## src/rtl/seq_chunk_adder_if.sv

```systemverilog
// seq_chunk_adder_if: start/busy/done handshake and operand/result bus; ovf present with SEQ_CHUNK_ADDER_OVF_EN
interface seq_chunk_adder_if #(parameter int WIDTH = 16);
  logic start, cin, sub, busy, done, cout;
  logic [WIDTH-1:0] a, b, sum;
`ifdef SEQ_CHUNK_ADDER_OVF_EN
  logic ovf;
`endif
  modport master (
    output start, a, b, cin, sub,
`ifdef SEQ_CHUNK_ADDER_OVF_EN
    input ovf,
`endif
    input busy, done, sum, cout
  );
  modport slave (
    input start, a, b, cin, sub,
`ifdef SEQ_CHUNK_ADDER_OVF_EN
    output ovf,
`endif
    output busy, done, sum, cout
  );
endinterface

```

## src/rtl/seq_chunk_adder.sv

```systemverilog
// seq_chunk_adder: multi-cycle add/sub, CHUNK bits per clock LSB first; SEQ_CHUNK_ADDER_OVF_EN adds registered ovf
module seq_chunk_adder #(
  parameter int WIDTH = 16,
  parameter int CHUNK = 4
) (
  input logic clk,
  input logic rst,
  seq_chunk_adder_if.slave bus
);
  localparam int NCHUNK = WIDTH / CHUNK;
  localparam int IW = NCHUNK > 1 ? $clog2(NCHUNK) : 1;
  typedef enum logic [1:0] {IDLE, RUN, DONE} state_t;
  state_t state, state_n;
  logic [WIDTH-1:0] op_a, op_b, res, res_n;
  logic [IW-1:0] idx;
  logic [CHUNK:0] part;
  logic carry, accept, last;
  assign accept = bus.start && state != RUN;
  assign last = idx == IW'(NCHUNK - 1);
  assign part = {1'b0, op_a[CHUNK-1:0]} + {1'b0, op_b[CHUNK-1:0]} + {{CHUNK{1'b0}}, carry};
  // new chunk enters at the top so the LSB chunk ends up at bit 0 after NCHUNK shifts
  assign res_n = WIDTH'({part[CHUNK-1:0], res} >> CHUNK);
  always_ff @(posedge clk)
    if (rst) state <= IDLE;
    else state <= state_n;
  always_comb begin
    state_n = state == RUN ? (last ? DONE : RUN) : (bus.start ? RUN : IDLE);
  end
  always_comb begin
    bus.busy = state == RUN;
    bus.done = state == DONE;
  end
  always_ff @(posedge clk)
    if (rst) begin
      op_a <= '0;
      op_b <= '0;
      carry <= 1'b0;
      idx <= '0;
      res <= '0;
      bus.sum <= '0;
      bus.cout <= 1'b0;
`ifdef SEQ_CHUNK_ADDER_OVF_EN
      bus.ovf <= 1'b0;
`endif
    end else if (accept) begin
      op_a <= bus.a;
      op_b <= bus.sub ? ~bus.b : bus.b;
      carry <= bus.cin ^ bus.sub;
      idx <= '0;
    end else if (state == RUN) begin
      op_a <= op_a >> CHUNK;
      op_b <= op_b >> CHUNK;
      carry <= part[CHUNK];
      idx <= idx + 1'b1;
      res <= res_n;
      if (last) begin
        bus.sum <= res_n;
        bus.cout <= part[CHUNK];
`ifdef SEQ_CHUNK_ADDER_OVF_EN
        // a^b^s at the MSB recovers the carry into it
        bus.ovf <= op_a[CHUNK-1] ^ op_b[CHUNK-1] ^ part[CHUNK-1] ^ part[CHUNK];
`endif
      end
    end
endmodule

```

## src/flat_wrapper.sv

```systemverilog
// flat-port wrapper written by rule: the top's interface ports become plain ports
module seq_chunk_adder_flat 
#(
  parameter int WIDTH = 16,
  parameter int CHUNK = 4
)
  (clk, rst, bus_start, bus_a, bus_b, bus_cin, bus_sub, bus_busy, bus_done, bus_sum, bus_cout);
  seq_chunk_adder_if #(.WIDTH(WIDTH)) bus_i ();
  input logic clk;
  input logic rst;
  input wire logic [$bits(bus_i.start)-1:0] bus_start;
  input wire logic [$bits(bus_i.a)-1:0] bus_a;
  input wire logic [$bits(bus_i.b)-1:0] bus_b;
  input wire logic [$bits(bus_i.cin)-1:0] bus_cin;
  input wire logic [$bits(bus_i.sub)-1:0] bus_sub;
  output wire logic [$bits(bus_i.busy)-1:0] bus_busy;
  output wire logic [$bits(bus_i.done)-1:0] bus_done;
  output wire logic [$bits(bus_i.sum)-1:0] bus_sum;
  output wire logic [$bits(bus_i.cout)-1:0] bus_cout;
  assign bus_i.start = bus_start;
  assign bus_i.a = bus_a;
  assign bus_i.b = bus_b;
  assign bus_i.cin = bus_cin;
  assign bus_i.sub = bus_sub;
  assign bus_busy = bus_i.busy;
  assign bus_done = bus_i.done;
  assign bus_sum = bus_i.sum;
  assign bus_cout = bus_i.cout;
  seq_chunk_adder #(.WIDTH(WIDTH), .CHUNK(CHUNK)) u_core (.clk(clk), .rst(rst), .bus(bus_i));
endmodule
```

## config.mk

```make
export PLATFORM = sky130hd
export DESIGN_NAME = seq_chunk_adder_flat
export DESIGN_NICKNAME = d
export VERILOG_FILES = /design/src/rtl/seq_chunk_adder_if.sv /design/src/rtl/seq_chunk_adder.sv /design/src/flat_wrapper.sv
export SDC_FILE = /design/constraint.sdc
export NUM_CORES = 1
export LEC_CHECK = 0
export CAP_MARGIN = 20
export CORE_UTILIZATION = 38
export DETAILED_ROUTE_END_ITERATION = 8
export PLACE_DENSITY = 0.72
export SYNTH_ARGS = -nofsm -noshare
export SYNTH_HDL_FRONTEND = slang
export SYNTH_SLANG_ARGS = --single-unit
```

## constraint.sdc

```tcl
create_clock -name clk -period 3.1 [get_ports clk]
set_input_delay 0.465 -clock clk [delete_from_list [all_inputs] [get_ports clk]]
set_output_delay 0.465 -clock clk [all_outputs]
set_load 0.02 [all_outputs]
```

## Word level (Yosys, flattened, before mapping)

Index checks and enable logic that the tools add are counted.

- Bits in registers: 70
- Input bits: 37

- Add/subtract/negate cells: 3
- Equality and inequality tests: 4
- Multiplexer cells: 10
- Bitwise gates (word level): 3
- Reductions and logical operators: 5

Operator list:

| cell | count |
|---|---|
| 16-bit two-way mux | 5 |
| 16-bit NOT | 1 |
| 4-bit by 4-bit adder with 5-bit output | 1 |
| 5-bit by 1-bit adder with 5-bit output | 1 |
| 2-bit equality test (second input constant) | 2 |
| 2-bit two-way mux | 2 |
| 1-bit two-way mux | 3 |
| 3-bit AND reduction | 1 |
| 2-bit by 1-bit adder with 2-bit output (second input constant) | 1 |
| 2-bit by 1-bit equality test with 1-bit output (second input constant) | 1 |
| 2-bit by 1-bit != test with 1-bit output (second input constant) | 1 |
| 2-bit AND reduction | 1 |
| 2-bit nonzero test | 1 |
| 2-bit OR reduction | 1 |
| 1-bit logical AND | 1 |
| 1-bit NOT | 1 |
| 1-bit XOR | 1 |

## Longest topological paths before layout

Gate-level depths: netlist of run 1.

- Depth after elaboration: 4
- Gate-level depth with buffers: 7
- Gate-level depth less buffers: 7

## Worst setup path after synthesis of run 1

No wires, ideal clock.

- Kind: reg2reg
- From: reg u_core.carry
- To: reg u_core.carry
- Arrival: 1.472 ns
- Required time: 2.984 ns
- Setup slack: 1.512 ns
- Cell stages (with the launch flop): 8
- Path buffers: 0
- Clock period less this slack: 1.588 ns
- Cell sequence: dfxtp_1 -> fa_1 -> inv_1 -> fa_1 -> nor2b_1 -> o21ai_0 -> nand2b_1 -> a31o_2

- Longest elaborated chain between the ends: 3

RTL lines:

| element | line | text |
|---|---|---|
| start, declared | seq_chunk_adder.sv:17 | `logic carry, accept, last;` |
| start signal, assigned | seq_chunk_adder.sv:48 | `carry <= bus.cin ^ bus.sub;` |
| start signal, assigned | seq_chunk_adder.sv:53 | `carry <= part[CHUNK];` |
| 5-bit by 1-bit adder with 5-bit output | seq_chunk_adder.sv:20 | `assign part = {1'b0, op_a[CHUNK-1:0]} + {1'b0, op_b[CHUNK-1:0]} + {{CHUNK{1'b0}}, carry};` |
| 1-bit two-way mux | seq_chunk_adder.sv:50 | `end else if (state == RUN) begin` |
| 1-bit two-way mux | seq_chunk_adder.sv:45 | `end else if (accept) begin` |

Every way passes these cells. The select of a mux whose other input is x is not followed.
A chain may end at the register's enable or synchronous reset.

## Worst setup path in the final report of run 1

- From: reg u_core.state[1]
- To: out bus_busy

- Longest elaborated chain between the ends: 1

RTL lines:

| element | line | text |
|---|---|---|
| start, declared | seq_chunk_adder.sv:13 | `state_t state, state_n;` |
| start signal, assigned | seq_chunk_adder.sv:25 | `else state <= state_n;` |
| 2-bit by 1-bit equality test with 1-bit output | seq_chunk_adder.sv:30 | `bus.busy = state == RUN;` |
| end, declared | flat_wrapper.sv:16 | `output wire logic [$bits(bus_i.busy)-1:0] bus_busy;` |

Every way passes these cells.

==> qor.yml, run 1 <==
yosys:
  synth_nets: 339
  syn-mean-instance-area_um2: 9.34
  syn-cell-area_um2: 2770
  ys_ff_latch: 66
  yosysWarnings: 0
  ys_seq_area_frac: 0.478
  synth_cell_types: 30
  synth_cells: 296
clock_tree:
  cts_setup_buffers: 0
  numCtsBuffers: 9
  clock_sinks: 66
  clock_latency_ps: 330
  cts_root_buf: "clkbuf_8"
  cts_max_level: 3
  clock_path_buffers: 2
  cts_tree: "built"
  cts-resized-gates: 0
  ctsHoldBuffers: 0
  path_clk_slew_ps: 70
finish:
  multi_input_area_um2: 1290
  final_nets: 388
  layout.area.seq_um2: 1320
  syn_to_final_growth_pct: 28.2
  final_cell_mix: "66 x dfxtp_1, 54 x clkdlybuf4s50_1, 49 x nor2_1, 30 x a211oi_1, 25 x a21oi_1"
  drive_gt1_frac: 0.0743
  antenna_cells: 0
  mostFrequentLayoutCell: "dfxtp_1"
  nFillCells: 678
critical_path:
  reg2reg_from: "u_core.state[1]"
  critical_path_required_ps: 2630
  end_kind: "output pin"
  reg2reg_to: "u_core.bus.sum[15]"
  worstPathArrival_ps: 2060
  r2r_slack_ps: 860
  cp_max_fo: 40
  reg2reg_depth: 6
  start_kind: "flip-flop"
  path_class: "reg -> out"
min_path:
  hold_end: "u_core.res[6]"
  worstHoldStart: "u_core.res[6]"
  min_path_cells: 2
  hold_class: "reg -> reg"
sta:
  fin_ws_ps: 573
  finalHoldViolations: 0
  worst_slew_pin_slew_ps: 838
  drv_slew: 0
  finalSetupTns_ps: 0
  period_needed_ps: 2530
  final.setup_skew_ps: 7.48
  rsz0062_at_grt: "false"
  slew_headroom: 0.439
  finalSetupViolations: 0
  period_share: 0.815
  fmax_mhz: 396
  fin_hold_ws_ps: 467
power:
  ir_drop_mv: 0.209
  p_leak_nw: 1.37
  finalPower_mw: 1.86
  power_density_nw_per_um2: 524
placement:
  gp_congestion: 0.754
  port_buffers: 55
  pre_cts_slack_ps: 843
  dpl.hpwl_um: 3890
detailed_routing:
  viasPerCell: 4.86
  drc: 0
  wl_um: 5490
  drt_first_pass_iters: 4
  wl_per_cell_um: 12.3
  vias: 2167
  antenna_left: 0
  drt_iter0_markers: 69
die:
  die_h_um: 87.3
  io_pins: 56
  chipWidth_um: 87.3
  core_area_um2: 6910
  start_util: 0.400
  dieArea_um2: 7620
  rows: 30
global_routing:
  antenna_found_initial: 0
  gr-total-overflow: 0
  grt_pass1_vias: 2002
  grt_pass1_wl_um: 8930
  grt_use_total: 0.153
  grt_max_degree: 41
run:
  max_cap_viol_count: 0
run_status:
  status: "complete, no violations"
-- critical path, cell delays in order (launching register included) --
cell and delay (ps):
dfxtp_1 310, nand2b_4 320, inv_2 400, clkdlybuf4s50_1 710
-- power breakdown --
| group | switching, mW | internal [mW] | leakage (nW) |
|---|---|---|---|
| sequential | 0.0277 | 0.891 | 0.540 |
| clock | 0.296 | 0.399 | 0.106 |
| combinational | 0.123 | 0.120 | 0.723 |
-- logic make-up (layout without fill, tap and decap cells) --
| kind of cell | Yosys count | after routing | synth area share |
|---|---|---|---|
| simple gates | 84 | 84 | 0.127 |
| compound gates | 76 | 76 | 0.189 |
| flops | 66 | 66 | 0.478 |
| buf+inv | 29 | 83 | 0.0561 |
| xor+xnor | 19 | 19 | 0.0602 |
| mux | 16 | 16 | 0.0579 |
| fa+ha+maj | 6 | 6 | 0.0326 |
-- sequential cells by signal, summed over array words and instances, names as in the netlist --
name and cells:
u_core.res 12, u_core.op_a 16, u_core.bus.sum 16, u_core.bus.cout 1, u_core.carry 1, u_core.idx 2, u_core.state 2, u_core.op_b 16
-- stage by stage --
stage	area [µm²]	cells	util
2_1_floorplan	2770	296	-
3_3_place_gp	3340	430	0.484
3_5_place_dp	3340	430	0.484
4_1_cts	3540	446	0.513
5_1_grt	3540	446	0.513
6_report	3540	446	0.513
-- cell type report --
cell class / count / share of cell area
Multi-Input combinational cell: 201 / 0.364
Sequential cell: 66 / 0.373
Clock inverter: 1 / 0.00141
Tap cell: 96 / 0.0339
Inverter: 6 / 0.00635
Timing Repair Buffer: 61 / 0.167
Clock buffer: 15 / 0.0554
-- Yosys cell counts, drive strengths merged --
library cell,instances,share of area
a211oi,30,0.081
a21o,1,0.0027
a21oi,26,0.048
a22o,15,0.048
a31o,1,0.0032
and3,1,0.0023
buf,20,0.044
clkbuf,3,0.0041
dfxtp,66,0.48
fa,2,0.014
ha,4,0.018
inv,6,0.0081
mux2i,16,0.058
nand2,24,0.033
nand2b,2,0.0072
nand3,2,0.0036
nand3b,1,0.0027
nand4,1,0.0023
nor2,49,0.067
nor2b,3,0.0068
o21ai,3,0.0054
or4,1,0.0027
xnor2,18,0.057
xor2,1,0.0032
-- metal layers --
layer	routed length (µm)	global-route usage
met3	209	0.0322
met5	0	0
met4	131	0.0760
met2	2580	0.262
met1	2570	0.182
-- worst max-delay path by stage --
stage | startpoint | endpoint | slack [ps] | cells past startpoint
4_1_cts | u_core.state[1] | bus_busy | 560 | 3
3_3_place_gp | rst | u_core.bus.cout | 860 | 4
6_report | u_core.state[1] | bus_busy | 570 | 3
3_5_place_dp | rst | u_core.bus.cout | 840 | 4
5_1_grt | u_core.state[0] | bus_busy | 460 | 3
2_1_floorplan | u_core.carry | u_core.carry | 1510 | 7
Power figures use the tool's default switching activity.
==> run 2, diff against run 1 <==
Clock period 3.1 ns to 2.4 ns, I/O delays scaled along.
==> run 2 against run 1 <==
Effect of this change:
- via count grew 0.92%
- clock skew about the same
- critical path depth unchanged
- final cell count unchanged
- utilization rose by 0.072 points
- setup slack worse by 180 ps
- non-clock buffer count stayed put
- critical endpoint unchanged
- largest power group unchanged
==> qor.yml, run 2 (same netlist as run 1, synthesis figures left out) <==
run_status:
  status: "complete, no violations"
sta:
  worst_slew_pin_slew_ps: 760  # -78.6 ps
  slew_headroom: 0.493  # +0.0542
  finalSetupTns_ps: 0  # unchanged
  period_share: 0.838
  fmax_mhz: 497
  finalHoldViolations: 0  # unchanged
  drv_slew: 0  # unchanged
  fin_ws_ps: 389  # -183 ps
  rsz0062_at_grt: "false"
  finalSetupViolations: 0  # unchanged
  period_needed_ps: 2010
  final.setup_skew_ps: 7.57  # +0.0904 ps
critical_path:
  crit_buf_inv: 2  # unchanged
  path_class: "reg -> out"
  critical_path_required_ps: 2040  # -590 ps
  worstPathArrival_ps: 1650  # -410 ps
  slowest_delay_ps: 660  # -50 ps
  cp_max_fo: 14  # -65%
  start_kind: "flip-flop"
  path_cells: "nand2b_4, inv_2, clkdlybuf4s50_1"
  end_kind: "output pin"
  crit_family: "buffers and inverters"
  crit_path_top_delay_cell: "clkdlybuf4s50_1"
clock_tree:
  cts_tree: "built"
  numCtsBuffers: 9  # unchanged
  clock_sinks: 66  # unchanged
  cts-resized-gates: 0  # unchanged
  cts_max_level: 3  # unchanged
  ctsHoldBuffers: 0  # unchanged
  clock_path_buffers: 2  # unchanged
  clock_latency_ps: 340  # about the same
  cts_setup_buffers: 0  # unchanged
  path_clk_slew_ps: 80  # about the same
  cts_root_buf: "clkbuf_8"
power:
  p_leak_nw: 1.37  # -0.18%
  power_density_nw_per_um2: 678  # +29%
  ir_drop_mv: 0.271  # +30%
  finalPower_mw: 2.41  # +30%
detailed_routing:
  drc: 0  # unchanged
  wl_um: 5630  # +2.5%
  drt_first_pass_iters: 4  # unchanged
  antenna_left: 0  # unchanged
  drt_iter0_markers: 67  # -2.9%
  vias: 2187  # +0.92%
  wl_per_cell_um: 12.6  # +2.5%
  viasPerCell: 4.90  # +0.92%
placement:
  gp_congestion: 0.766  # +1.6%
  dpl.hpwl_um: 3920  # +0.77%
  port_buffers: 55  # unchanged
  place_area_um2: 3360  # +0.37%
  pre_cts_slack_ps: 533  # -310 ps
  dp.cells: 430  # unchanged
finish:
  reg.largest.list: "u_core.bus.sum (16), u_core.op_a (16), u_core.op_b (16)"
  instances_no_fill: 446  # unchanged
  mostFrequentLayoutCell: "dfxtp_1"
  nFillCells: 684  # +0.88%
  final_cell_mix: "66 x dfxtp_1, 54 x clkdlybuf4s50_1, 49 x nor2_1, 30 x a211oi_1, 25 x a21oi_1"
  syn_to_final_growth_pct: 28.4
  final_nets: 388  # unchanged
  antenna_cells: 0  # unchanged
  drive_gt1_frac: 0.0771  # +0.00286
  final_cell_area_um2: 3550  # +0.14%
die:
  io_pins: 56  # unchanged
  start_util: 0.400  # unchanged
  core_area_um2: 6910  # unchanged
  die_h_um: 87.3  # unchanged
  dieArea_um2: 7620  # unchanged
  chipWidth_um: 87.3  # unchanged
  rows: 30  # unchanged
global_routing:
  gr-total-overflow: 0  # unchanged
  grt_max_degree: 40  # -2.4%
  grt_use_total: 0.161  # +0.00787
  grt_pass1_vias: 2067  # +3.2%
  grt_pass1_wl_um: 9420  # +5.5%
  antenna_found_initial: 0  # unchanged
run:
  max_cap_viol_count: 0  # unchanged
min_path:
  hold_class: "reg -> reg"
-- run 2: layout make-up --
| cell class | instances | area, µm² | share of cell area |
|---|---|---|---|
| flip-flops and latches | 66 | 1320 | 0.372 |
| multi-input cells | 201 | 1290 | 0.363 |
| repair buffers | 61 | 603 | 0.170 |
| clock buffers | 9 | 124 | 0.0349 |
| well taps | 96 | 120 | 0.0338 |
| clock inverters | 7 | 70.1 | 0.0197 |
| inverters | 6 | 22.5 | 0.00634 |
-- run 2: worst paths after layout --
check | from | end | slack, ps | cells after the start
setup / recovery | u_core.state[1] | bus_busy | 390 | 3
hold / removal | u_core.res[5] | u_core.res[5] | 470 | 2
setup reg to reg | u_core.carry | u_core.carry | 680 | 7
hold reg to reg | u_core.res[5] | u_core.res[5] | 470 | 2
-- run 2: power breakdown --
| group | total (mW) | internal (mW) | switching, mW |
|---|---|---|---|
| combinational | 0.318 | 0.158 | 0.160 |
| sequential | 1.19 | 1.15 | 0.0353 |
| clock | 0.904 | 0.477 | 0.428 |
| total | 2.41 | 1.79 | 0.623 |
-- run 2: per-stage QoR --
step / utilization / hold WS (ps)
floorplan: - / 437
global placement: 0.486 / 442
detailed placement: 0.486 / 453
CTS: 0.514 / 469
global route: 0.514 / 489
finish: 0.514 / 466
-- run 2: worst min-delay path, cell delays in order (launching register included) --
cell and delay, ps:
dfxtp_1 320, nand2_1 50, a21oi_1 50
-- run 2: layer usage --
layer	track usage	wire length [µm]	vias to the layer above	share of wire
met5	0	0	-	0
met4	0.0730	105	0	0.019
met2	0.266	2580	44	0.46
met3	0.0464	206	8	0.037
li1	-	-	1120	-
met1	0.194	2740	1015	0.49
==> RTL edit 1 (config.mk and constraints of run 1) <==
`CHUNK` is set to 4 in 2 places; all go to 8.
--- a/src/rtl/seq_chunk_adder.sv
+++ b/src/rtl/seq_chunk_adder.sv
@@ -1,7 +1,7 @@
 // seq_chunk_adder: multi-cycle add/sub, CHUNK bits per clock LSB first; SEQ_CHUNK_ADDER_OVF_EN adds registered ovf
 module seq_chunk_adder #(
   parameter int WIDTH = 16,
-  parameter int CHUNK = 4
+  parameter int CHUNK = 8
 ) (
   input logic clk,
   input logic rst,
--- a/src/flat_wrapper.sv
+++ b/src/flat_wrapper.sv
@@ -2,7 +2,7 @@
 module seq_chunk_adder_flat 
 #(
   parameter int WIDTH = 16,
-  parameter int CHUNK = 4
+  parameter int CHUNK = 8
 )
   (clk, rst, bus_start, bus_a, bus_b, bus_cin, bus_sub, bus_busy, bus_done, bus_sum, bus_cout);
   seq_chunk_adder_if #(.WIDTH(WIDTH)) bus_i ();
Function: changed (Yosys sat finds a counterexample within 4 cycles, from zero or initial values and one cycle with rst high).
==> RTL edit 1 against run 1 <==
  * Total power down 0.79%
  * Cell area down 0.74%
  * Die area down 1.1%
  * Clock power down 2%
  * Routed wire length up 2.5%
  * Largest cell class is now multi-input gates
  * Sequential cell count down 5
  * Via count up 0.37%
  * Count of clock-buffer cells in the layout down 4
  * Critical path type unchanged
  * Synthesized area down 1.1%
  * Setup slack better by 0.33 ns
==> RTL edit 1: results (changes against run 1) <==
Min path
  • Type of the most critical hold path: flop to flop (unchanged)

Status
  • Status: finished, final reports clean (unchanged)

Placement
  • Routability cong.: 0.866 (was 0.754)
  • Pre-CTS setup slack: 0.933 ns (was 0.843 ns)
  • DP HPWL: 4050 um (was 3890 um)
  • Port bufs: 55 (unchanged)
  • Dpl cells: 417 (was 430)

Finish
  • Share of cells above drive strength 1: 0.0831 (was 0.0743)
  • Fill count: 664 (was 678)
  • # diodes: 0 (unchanged)
  • Final #Nets: 378 (was 388)
  • Non-filler instance count after layout: 433 (was 446)

Synthesis
  • Syn_nets: 328 (was 339)
  • FFs w/ async S/R, synth: 0 (unchanged)
  • Commonest cells post-synth: dfxtp_1 (61), nor2_1 (46), a211oi_1 (24), xnor2_1 (19), a21oi_1 (17) (was dfxtp_1 (66), nor2_1 (49), a211oi_1 (30), a21oi_1 (25), nand2_1 (24))
  • Top cells by area, synth: dfxtp_1 (45%), a211oi_1 (6.6%), nor2_1 (6.3%) (was dfxtp_1 (48%), a211oi_1 (8.1%), nor2_1 (6.7%))
  • Seq/Total Area, Yosys: 0.446 (was 0.478)
  • Post-Synthesis Cells: 282 (was 296)
  • Synth warnings: 0 (unchanged)
  • Number of library cell types mapped by synthesis: 37 (was 30)

STA
  • Slew HR: 0.360 (was 0.439)
  • Worst clock skew: 0.0112 ns (was 0.00748 ns)

GRT
  • Largest net degree at the start of global routing: 48 (was 41)
  • GRT Overall Usage: 0.166 (was 0.153)
  • First-pass GRT wire length: 9510 um (was 8930 um)
  • Vias in the first global route: 2039 (was 2002)

Worst setup path
  • CP peak stage delay: 0.67 ns (was 0.71 ns)
  • Critical Path AT: 1.73 ns (was 2.06 ns)
  • CP delay by family, top: buffers and inverters (unchanged)
  • Slowest CP cell: clkdlybuf4s50_1 (unchanged)
  • Worst Path Max Fanout: 27 (was 40)

Pwr
  • Worst VDD drop: 234 uV (was 209 uV)
  • Leak pwr: 1.39 nW (was 1.37 nW)

Detailed routing
  • Initial DRC Count: 77 (was 69)
  • Pre-Repair DR Iteration Count: 4 (unchanged)
  • Total wire length: 5630 um (was 5490 um)
  • Routed vias/inst: 5.02 (was 4.86)

CTS
  • CTS root buffer: clkbuf_8 (unchanged)
==> RTL edit 1: changes by cell type after synthesis, moves of 5 or more <==
cell / before / now
a211oi_1: 30 / 24
a21oi_1: 25 / 17
buf_2: 10 / 5
clkbuf_1: 3 / 8
dfxtp_1: 66 / 61
inv_1: 5 / 0
nand2_1: 24 / 10
==> RTL edit 1: cells by family after synthesis <==
group                      Yosys count  share of synthesized area
DFF                                 61                      0.446
adders and majority gates            9                     0.0467
xor gates and xnor gates            20                     0.0640
muxes                               16                     0.0586
and+or+nand+nor                     80                      0.134
AOI/OAI and AO/OA                   75                      0.210
buffers and inverters               21                     0.0403
==> RTL edit 1: final cells by class <==
class / count / area share
multi-input cells: 200 / 0.399
flip-flops and latches: 61 / 0.347
repair buffers: 59 / 0.164
clock buffers: 11 / 0.0402
well taps: 96 / 0.0341
clock inverters: 5 / 0.0142
inverters: 1 / 0.00178
==> RTL edit 1: power by group <==
group / total [mW] / internal, mW / switching [mW] / leakage (nW)
Combinational: 0.300 / 0.145 / 0.156 / 0.784
Clock: 0.680 / 0.387 / 0.293 / 0.103
Sequential: 0.862 / 0.832 / 0.0306 / 0.499
==> RTL edit 1: final timing paths <==
path / to / slack (ns) / cells past startpoint / from
setup / recovery: bus_busy / 0.90 / 3 / u_core.state[1]
hold / removal: u_core.res[8] / 0.45 / 2 / u_core.res[8]
setup reg to reg: u_core.bus.sum[14] / 0.99 / 6 / u_core.carry
hold reg to reg: u_core.res[8] / 0.45 / 2 / u_core.res[8]
==> RTL edit 1: per-layer routing <==
layer / track usage / vias to the layer above / wire, um
met1: 0.210 / 998 / 2560
met2: 0.261 / 65 / 2650
met3: 0.0324 / 10 / 278
met4: 0.103 / 0 / 144
li1: - / 1102 / -
met5: 0 / - / 0
==> RTL edit 1: tightest hold or removal path: cells and delay by family, from the launching register on <==
kind	cells	cell delay, ns
and+or+nand+nor	1	0.05
AOI/OAI and AO/OA	1	0.05
DFF	1	0.31
==> RTL edit 1: metrics by stage <==
step | total power [mW] | instance area [um^2] | utilization
after global routing | 1.93 | 3520 | 0.512
after global placement | 1.17 | 3330 | 0.484
after CTS | 1.86 | 3520 | 0.512
after floorplan | 1.08 | 2740 | -
after detailed placement | 1.18 | 3330 | 0.484
final | 1.84 | 3520 | 0.512
==> RTL edit 2 (config.mk and constraints of run 1) <==
Without the edit above. Make the reset (`rst`) asynchronous in 2 clocked blocks.
--- a/src/rtl/seq_chunk_adder.sv
+++ b/src/rtl/seq_chunk_adder.sv
@@ -20,7 +20,7 @@
   assign part = {1'b0, op_a[CHUNK-1:0]} + {1'b0, op_b[CHUNK-1:0]} + {{CHUNK{1'b0}}, carry};
   // new chunk enters at the top so the LSB chunk ends up at bit 0 after NCHUNK shifts
   assign res_n = WIDTH'({part[CHUNK-1:0], res} >> CHUNK);
-  always_ff @(posedge clk)
+  always_ff @(posedge clk or posedge rst)
     if (rst) state <= IDLE;
     else state <= state_n;
   always_comb begin
@@ -30,7 +30,7 @@
     bus.busy = state == RUN;
     bus.done = state == DONE;
   end
-  always_ff @(posedge clk)
+  always_ff @(posedge clk or posedge rst)
     if (rst) begin
       op_a <= '0;
       op_b <= '0;
Check against the original RTL: differs if rst is asserted again (counterexample within 4 cycles, from zero or initial values and one cycle with rst high); with rst held inactive, the same outputs for 10 cycles.
==> RTL edit 2 against run 1 <==
  * Sequential share of layout area up 5.9 points
  * First-iteration DRC count grew 23%
  * Cell count did not move
  * Routed wire length is 1.2% lower
  * Synthesized area up 10%
  * Die area increased by 9.9%
  * Sequential cell count unchanged
  * Setup slack improved by 0.19 ns
  * Cell area grew 7.8%
  * Clock skew down 0.0015 ns
  * Highest routed layer unchanged
Power is not compared: it rests on default switching activity, and its combinational part moved more than twofold at a synthesized area within 25%.
==> RTL edit 2: results (changes against run 1) <==
Placement
  • DP HPWL: 3820 um (was 3890 um)
  • Dpl cells: 432 (was 430)
  • Routability cong.: 0.756 (was 0.754)
  • Pre-CTS setup slack: 1.09 ns (was 0.843 ns)
  • Port bufs: 55 (unchanged)

Status
  • Status: finished, final reports clean (unchanged)

GRT
  • GRT Overall Usage: 0.149 (was 0.153)
  • Initial antenna violation count: 0 (unchanged)
  • First-pass GRT wire length: 9690 um (was 8930 um)
  • Largest net degree at the start of global routing: 53 (was 41)
  • Vias in the first global route: 2117 (was 2002)

Detailed routing
  • Routed WL per cell: 12.2 um (was 12.3 um)
  • Initial DRC Count: 85 (was 69)
  • Routed vias/inst: 4.69 (was 4.86)
  • Pre-Repair DR Iteration Count: 4 (unchanged)

CTS
  • CTS root buffer: clkbuf_8 (unchanged)
  • Num CTS Buffers: 9 (unchanged)
  • Worst skew pair latency: 0.34 ns
  • Clock Path Buffers: 2 (unchanged)
  • H-tree Lvls: 3 (unchanged)
  • Clock slew at reported path FFs: 0.07 ns (about the same)

Finish
  • Final #Nets: 384 (was 388)
  • # diodes: 0 (unchanged)
  • Biggest regs: u_core.bus.sum x16, u_core.op_a x16, u_core.op_b x16 (unchanged)
  • Fill count: 697 (was 678)
  • Share of cells above drive strength 1: 0.0988 (was 0.0743)

STA
  • Worst clock skew: 0.00600 ns (was 0.00748 ns)
  • Slew HR: 0.317 (was 0.439)

Worst setup path
  • Worst R2R End: u_core.bus.sum[0] (was u_core.bus.sum[15])
  • Critical Path AT: 1.87 ns (was 2.06 ns)
  • Worst r2r src: u_core.state[1] (unchanged)
  • Worst Path Max Fanout: 32 (was 40)
  • Cells on worst reg2reg path: 5 (was 6)

Synthesis
  • Commonest cells post-synth: nand2_1 (74), dfrtp_1 (66), o21ai_0 (48), xnor2_1 (18), mux2i_1 (16) (was dfxtp_1 (66), nor2_1 (49), a211oi_1 (30), a21oi_1 (25), nand2_1 (24))
  • Top cells by area, synth: dfrtp_1 (54%), nand2_1 (9.1%), o21ai_0 (7.9%) (was dfxtp_1 (48%), a211oi_1 (8.1%), nor2_1 (6.7%))
  • FFs w/ async S/R, synth: 1.00 (was 0)
  • Post-Synthesis Cells: 291 (was 296)
  • Number of library cell types mapped by synthesis: 26 (was 30)
  • Synth warnings: 0 (unchanged)
  • Syn_nets: 334 (was 339)
  • Ys flop type: dfrtp_1 (was dfxtp_1)
  • Seq/Total Area, Yosys: 0.543 (was 0.478)

Min path
  • End of the worst hold path: u_core.op_b[11] (was u_core.res[6])
  • Hold Path Stages: 2 (unchanged)
  • Worst Hold Launch: u_core.op_b[15] (was u_core.res[6])

Pwr
  • Leak pwr: 1.76 nW
## RTL edit 2: metal layers
metal  global-route usage  vias up  part of all wire
li1                     -     1052                 -
met3               0.0369       11             0.046
met5                    0        -                 0
met2                0.245       57              0.47
met4               0.0754        0             0.021
met1                0.182      972              0.46
## RTL edit 2: cell families after synthesis
| kind of cell | synth area share |
|---|---|
| muxes | 0.108 |
| AOI/OAI and AO/OA | 0.0970 |
| adders and majority gates | 0.0296 |
| DFF | 0.543 |
| buffers and inverters | 0.0518 |
| xor gates and xnor gates | 0.0547 |
| and+or+nand+nor | 0.116 |
## RTL edit 2: worst max-delay path: stages (launching register included)
cell and delay, ns:
dfrtp_1 0.37, nand2b_4 0.24, inv_4 0.27, clkdlybuf4s50_1 0.66
## RTL edit 2: metrics by stage
stage	power [mW]	hold WS (ns)	utilization	instance area, um^2
after floorplan	2.44	0.445	-	3040
after global placement	2.83	0.457	0.470	3630
after detailed placement	2.91	0.468	0.470	3630
after CTS	3.62	0.483	0.495	3820
after global routing	3.86	0.503	0.495	3820
final	3.58	0.478	0.495	3820
## RTL edit 2: power breakdown
part / switching [mW] / total, mW / internal (mW)
Combinational: 0.767 / 1.42 / 0.650
Clock: 0.300 / 0.704 / 0.403
Sequential: 0.215 / 1.46 / 1.24
## RTL edit 2: worst max-delay path by stage
stage / from / end / slack [ns]
2_1_floorplan: rst / u_core.bus.cout / 0.98
3_3_place_gp: u_core.state[1] / bus_busy / 1.14
3_5_place_dp: u_core.state[1] / u_core.bus.sum[0] / 1.09
4_1_cts: u_core.state[1] / bus_busy / 0.74
5_1_grt: u_core.state[1] / bus_busy / 0.66
6_report: u_core.state[1] / bus_busy / 0.76
## RTL edit 2: area by class of cell
class,instances,area (um^2),area share
sequential,66,1650,0.432
clock buffer,11,151,0.0396
clock inverter,3,40.0,0.0105
timing repair buffer,58,581,0.152
multi-input combinational,197,1230,0.323
inverter,9,36.3,0.00949
tap,102,128,0.0334
